### config.mk
export PLATFORM = sky130hd
export DESIGN_NAME = junction_scheduler
export DESIGN_NICKNAME = d
export VERILOG_FILES = /design/src/rtl/junction_pkg.sv /design/src/rtl/rr_pick.sv /design/src/rtl/junction_scheduler.sv
export SDC_FILE = /design/constraint.sdc
export NUM_CORES = 1
export LEC_CHECK = 0
export CORE_ASPECT_RATIO = 0.75
export CORE_UTILIZATION = 49
export DETAILED_ROUTE_END_ITERATION = 16
export PLACE_DENSITY_LB_ADDON = 0.25
export SLEW_MARGIN = 20
export SYNTH_ARGS = -nofsm -noshare
export SYNTH_HDL_FRONTEND = slang
export SYNTH_HIERARCHICAL = 1
export SYNTH_SLANG_ARGS = --single-unit
### constraint.sdc
create_clock -name clk -period 3.9 [get_ports clk]
set_input_delay 0.39 -clock clk [delete_from_list [all_inputs] [get_ports clk]]
set_output_delay 0.39 -clock clk [all_outputs]
set_load 0.005 [all_outputs]
### src/rtl/junction_pkg.sv
// Shared encodings, widths and default timing for the junction scheduler.
package junction_pkg;

    localparam int unsigned NUM_ROADS = 3;
    localparam int unsigned ROAD_W    = 2;
    localparam int unsigned CNT_W     = 4;
    localparam int unsigned STATE_W   = 3;

    localparam int unsigned DEF_MIN_GREEN = 4;
    localparam int unsigned DEF_MAX_GREEN = 12;
    localparam int unsigned DEF_YELLOW_T  = 2;
    localparam int unsigned DEF_ALLRED_T  = 1;
    localparam int unsigned DEF_WALK_T    = 6;

    typedef enum logic [STATE_W-1:0] {
        S_ALLRED = 3'd0,
        S_GREEN  = 3'd1,
        S_YELLOW = 3'd2,
        S_WALK   = 3'd3
    } state_e;

    function automatic logic [NUM_ROADS-1:0] road_onehot(input logic [ROAD_W-1:0] road);
        logic [NUM_ROADS-1:0] mask;
        mask = '0;
        for (int unsigned i = 0; i < NUM_ROADS; i++) begin
            mask[i] = (road == ROAD_W'(i));
        end
        return mask;
    endfunction

endpackage

### src/rtl/rr_pick.sv
// Combinational round-robin picker: first asserted request after 'last', wrapping.
module rr_pick
    import junction_pkg::*;
(
    input  logic [NUM_ROADS-1:0] req,
    input  logic [ROAD_W-1:0]    last,
    output logic [ROAD_W-1:0]    idx,
    output logic                 valid
);

    always_comb begin
        logic [ROAD_W-1:0] cand;
        idx   = '0;
        valid = 1'b0;
        cand  = '0;
        for (int unsigned k = 1; k <= NUM_ROADS; k++) begin
            cand = ROAD_W'((32'(last) + k) % NUM_ROADS);
            if (!valid && req[cand]) begin
                idx   = cand;
                valid = 1'b1;
            end
        end
    end

endmodule

### src/rtl/junction_scheduler.sv
// Three-road traffic junction scheduler with min/max green, yellow, all-red
// clearance and a pedestrian walk phase; all outputs are registered.
module junction_scheduler
    import junction_pkg::*;
#(
    parameter int unsigned MIN_GREEN = DEF_MIN_GREEN,
    parameter int unsigned MAX_GREEN = DEF_MAX_GREEN,
    parameter int unsigned YELLOW_T  = DEF_YELLOW_T,
    parameter int unsigned ALLRED_T  = DEF_ALLRED_T,
    parameter int unsigned WALK_T    = DEF_WALK_T
) (
    input  logic                 clk,
    input  logic                 rst,
    input  logic [NUM_ROADS-1:0] req,
    input  logic                 ped_req,
    output logic [NUM_ROADS-1:0] grant,
    output logic [NUM_ROADS-1:0] yellow,
    output logic                 walk,
    output logic [STATE_W-1:0]   state,
    output logic [CNT_W-1:0]     phase_cnt
);

    localparam logic [CNT_W-1:0] ALLRED_LAST = CNT_W'(ALLRED_T - 1);
    localparam logic [CNT_W-1:0] GMIN_LAST   = CNT_W'(MIN_GREEN - 1);
    localparam logic [CNT_W-1:0] GMAX_LAST   = CNT_W'(MAX_GREEN - 1);
    localparam logic [CNT_W-1:0] YELLOW_LAST = CNT_W'(YELLOW_T - 1);
    localparam logic [CNT_W-1:0] WALK_LAST   = CNT_W'(WALK_T - 1);

    logic [STATE_W-1:0]   state_q, state_d;
    logic [CNT_W-1:0]     phase_cnt_q, phase_cnt_d;
    logic [ROAD_W-1:0]    cur_road_q, cur_road_d;
    logic [ROAD_W-1:0]    last_road_q, last_road_d;
    logic                 ped_pending_q, ped_pending_d;
    logic [NUM_ROADS-1:0] grant_q, grant_d;
    logic [NUM_ROADS-1:0] yellow_q, yellow_d;
    logic                 walk_q, walk_d;

    logic [ROAD_W-1:0]    pick_idx;
    logic                 pick_valid;
    logic [NUM_ROADS-1:0] cur_mask;
    logic                 release_green;

    rr_pick u_rr_pick (
        .req   (req),
        .last  (last_road_q),
        .idx   (pick_idx),
        .valid (pick_valid)
    );

    // Green may end early once the minimum dwell is served and someone else wants the junction.
    assign cur_mask      = road_onehot(cur_road_q);
    assign release_green = !req[cur_road_q] || ((req & ~cur_mask) != '0) || ped_pending_q;

    always_comb begin
        state_d       = state_q;
        cur_road_d    = cur_road_q;
        last_road_d   = last_road_q;
        phase_cnt_d   = phase_cnt_q;
        ped_pending_d = ped_pending_q;
        grant_d       = '0;
        yellow_d      = '0;
        walk_d        = 1'b0;

        case (state_q)
            S_ALLRED: begin
                if (phase_cnt_q >= ALLRED_LAST) begin
                    if (ped_pending_q) begin
                        state_d = S_WALK;
                    end else if (pick_valid) begin
                        state_d     = S_GREEN;
                        cur_road_d  = pick_idx;
                        last_road_d = pick_idx;
                    end
                end
            end
            S_GREEN: begin
                if (phase_cnt_q == GMAX_LAST) begin
                    state_d = S_YELLOW;
                end else if (phase_cnt_q >= GMIN_LAST && release_green) begin
                    state_d = S_YELLOW;
                end
            end
            S_YELLOW: begin
                if (phase_cnt_q == YELLOW_LAST) state_d = S_ALLRED;
            end
            S_WALK: begin
                if (phase_cnt_q == WALK_LAST) state_d = S_ALLRED;
            end
            default: state_d = S_ALLRED;
        endcase

        if (state_d != state_q) begin
            phase_cnt_d = '0;
        end else if (phase_cnt_q != '1) begin
            phase_cnt_d = CNT_W'(phase_cnt_q + 1'b1);
        end

        // A new press on the walk-entry cycle must not be lost.
        if (state_d == S_WALK && state_q != S_WALK) ped_pending_d = 1'b0;
        if (ped_req) ped_pending_d = 1'b1;

        if (state_d == S_GREEN)  grant_d  = road_onehot(cur_road_d);
        if (state_d == S_YELLOW) yellow_d = road_onehot(cur_road_d);
        walk_d = (state_d == S_WALK);
    end

    always_ff @(posedge clk) begin
        if (rst) begin
            state_q       <= S_ALLRED;
            phase_cnt_q   <= '0;
            cur_road_q    <= '0;
            last_road_q   <= ROAD_W'(NUM_ROADS - 1);
            ped_pending_q <= 1'b0;
            grant_q       <= '0;
            yellow_q      <= '0;
            walk_q        <= 1'b0;
        end else begin
            state_q       <= state_d;
            phase_cnt_q   <= phase_cnt_d;
            cur_road_q    <= cur_road_d;
            last_road_q   <= last_road_d;
            ped_pending_q <= ped_pending_d;
            grant_q       <= grant_d;
            yellow_q      <= yellow_d;
            walk_q        <= walk_d;
        end
    end

    assign grant     = grant_q;
    assign yellow    = yellow_q;
    assign walk      = walk_q;
    assign state     = state_q;
    assign phase_cnt = phase_cnt_q;

endmodule

==> impl_metrics.env <==
export IMPL_outcome="finished, final reports clean"
export IMPL_worstHoldStart="last_road_q[0]"
export IMPL_dp_hpwl_um=1620
export IMPL_synth_edf_count=0
export IMPL_cts_sinks=19
export IMPL_rr_startpoint="last_road_q[0]"
export IMPL_syn_num_nets=141
export IMPL_p_total_uw=385
export IMPL_ant_nets=0
export IMPL_power_static_leakage_nw=0.481
export IMPL_vias=994
export IMPL_drv_slew=0
export IMPL_met3_length_um=156
export IMPL_antenna_found_initial=0
export IMPL_fp_dieW_um=56.3
export IMPL_wl_per_cell_um=12.3
export IMPL_die_h_um=42.8
export IMPL_portBuffers=19
export IMPL_synth_main_ff_cell="dfxtp_1"
export IMPL_grt_max_degree=13
export IMPL_hold_path_class="reg -> reg"
export IMPL_core_region_area_sq_um=2050
export IMPL_cts_buffer_depth=2
export IMPL_htreeDepth=1
export IMPL_syn_to_final_growth_pct=21.0
export IMPL_syn_avg_cell_area_sq_um=8.28
export IMPL_cts_tree="yes"
export IMPL_cts_buffers=3
export IMPL_rows=14
export IMPL_clockRootBuffer="clkbuf_4"
export IMPL_cp_required_ns=4.12
export IMPL_layout_common_cells="dfxtp_1, clkdlybuf4s50_1, nor2_1"
export IMPL_layout_cells_non_filler=174
export IMPL_async_flop_share_pct=0
export IMPL_cp_end_kind="flop"
export IMPL_yosys_area_top_type="dfxtp_1"
export IMPL_synth_warnings=6
export IMPL_seq_area_frac_synth_pct=35.1
export IMPL_wl_met1_um=1050
export IMPL_drcViolationCount=0
export IMPL_gr_total_overflow=0
export IMPL_crit_fanout=11
export IMPL_holdBufCountCts=0
export IMPL_synth_top_area_share_pct=35.1
export IMPL_grt_pass1_vias=889
export IMPL_track_usage_pct=20.7
export IMPL_initial_core_util_pct=52.9
export IMPL_hold_viol=0
export IMPL_clkTransAtPathRegs_ns=0.10
export IMPL_arrival_ns=2.67
export IMPL_rsz0062_at_grt="no"
export IMPL_routed_top_layer="met4"
export IMPL_vdd_drop_max_uv=277
export IMPL_synth_seq_cells=19
export IMPL_drt_iter0_drc=20
export IMPL_skew_ns=0.00672
export IMPL_synth_cell_types=40
export IMPL_dieArea_sq_um=2410
export IMPL_drive_gt1_share_pct=8.67
export IMPL_routed_wl_um=2140
export IMPL_pin_count=20
export IMPL_post_route_period_util_pct=62.8
export IMPL_clock_fmax_mhz=408
export IMPL_viasPerCell=5.71
export IMPL_insertion_delay_ns=0.30
export IMPL_post_cts_buffers=0
export IMPL_grt_first_pass_wirelength_um=3860
export IMPL_ys_top_cells_by_area="dfxtp_1, a21oi_1, ha_1, nor2_1, inv_1"
export IMPL_syn_area_sq_um=1080
export IMPL_finalSetupViolCount=0
export IMPL_firstDrtPassIters=4
export IMPL_wl_met2_um=891
export IMPL_setup_tns_ns=0
export IMPL_dp_cells=170
export IMPL_critPathLaunchType="flop"
export IMPL_ctsResizeCount=0
export IMPL_gp_congestion=0.896
export IMPL_final_nets=161
export IMPL_critical_path_class="reg -> reg"
export IMPL_startpoint="last_road_q[0]"
export IMPL_postSynthCellCount=131
export IMPL_fin_crit_ns=2.45
export IMPL_max_cap_viol_count=0
export IMPL_pwr_density_cell_nw_per_um2=293
export IMPL_antennaDiodeCount=0
metal layers:
layer / track usage (%) / vias up
met1: 27.6 / 441
met4: 7.32 / 0
li1: - / 507
met5: 0 / -
met2: 31.7 / 40
met3: 6.71 / 6
through the flow:
| stage | util, % | cell area, sq um | setup slack (ns) | hold WS [ns] |
|---|---|---|---|---|
| global placement | 62.8 | 1290 | 1.26 | 0.476 |
| CTS | 64.0 | 1310 | 1.46 | 0.501 |
| global route | 64.0 | 1310 | 1.27 | 0.521 |
| finish | 64.0 | 1310 | 1.45 | 0.492 |
| detailed placement | 62.8 | 1290 | 1.25 | 0.486 |
| floorplan | - | 1080 | 1.76 | 0.448 |
synth_stat cells (3+ instances only):
cell / number
a21oi_1: 10
a31oi_1: 3
buf_2: 3
dfxtp_1: 19
ha_1: 4
inv_1: 10
nand2_1: 8
nand2b_1: 4
nand3_1: 5
nand3b_1: 3
nor2_1: 11
nor2b_1: 6
nor3_1: 7
o211ai_1: 3
o21ai_0: 6
or3b_2: 3
where the power goes:
| part | total [mW] | switching (mW) | leakage (nW) | internal, mW |
|---|---|---|---|---|
| registers | 0.211 | 0.00957 | 0.155 | 0.201 |
| logic | 0.0779 | 0.0393 | 0.312 | 0.0386 |
| clock network | 0.0965 | 0.0566 | 0.0150 | 0.0399 |
worst paths after layout:
kind                         end  slack, ns  cells after the start
setup / recovery       yellow[1]       1.45                      8
hold / removal    last_road_q[0]       0.49                      2
setup reg to reg       yellow[1]       1.45                      8
hold reg to reg   last_road_q[0]       0.49                      2
logic make-up after synthesis:
kind of cell,Yosys count,synth area share [%]
other cells,1,0.346
fa+ha+maj,5,5.65
simple gates,55,28.8
flops,19,35.1
compound gates,35,23.2
xor+xnor,1,0.808
mux,1,0.923
buf+inv,14,5.19
layout make-up:
| class | count | area [sq um] |
|---|---|---|
| Clock buffer | 4 | 26.3 |
| Multi-Input combinational cell | 98 | 648 |
| Tap cell | 24 | 30.0 |
| Fill cell | 181 | 737 |
| Inverter | 10 | 37.5 |
| Timing Repair Buffer | 19 | 190 |
| Sequential cell | 19 | 380 |
registers in the layout (all words and copies together), names as in the netlist:
name	cells
cur_road_q	2
grant	3
last_road_q	2
ped_pending_q	1
phase_cnt	4
state	3
walk	1
yellow	3
worst max-delay path, stage by stage, from the launching register on:
cell and delay (ns):
dfxtp_1 0.36, inv_1 0.05, ha_1 0.37, maj3_2 0.33, a21oi_1 0.22, or3b_1 0.54, nor3b_1 0.25, a31oi_1 0.08
nor3_1 0.17
Note: power is estimated with default switching activity, not from simulation.
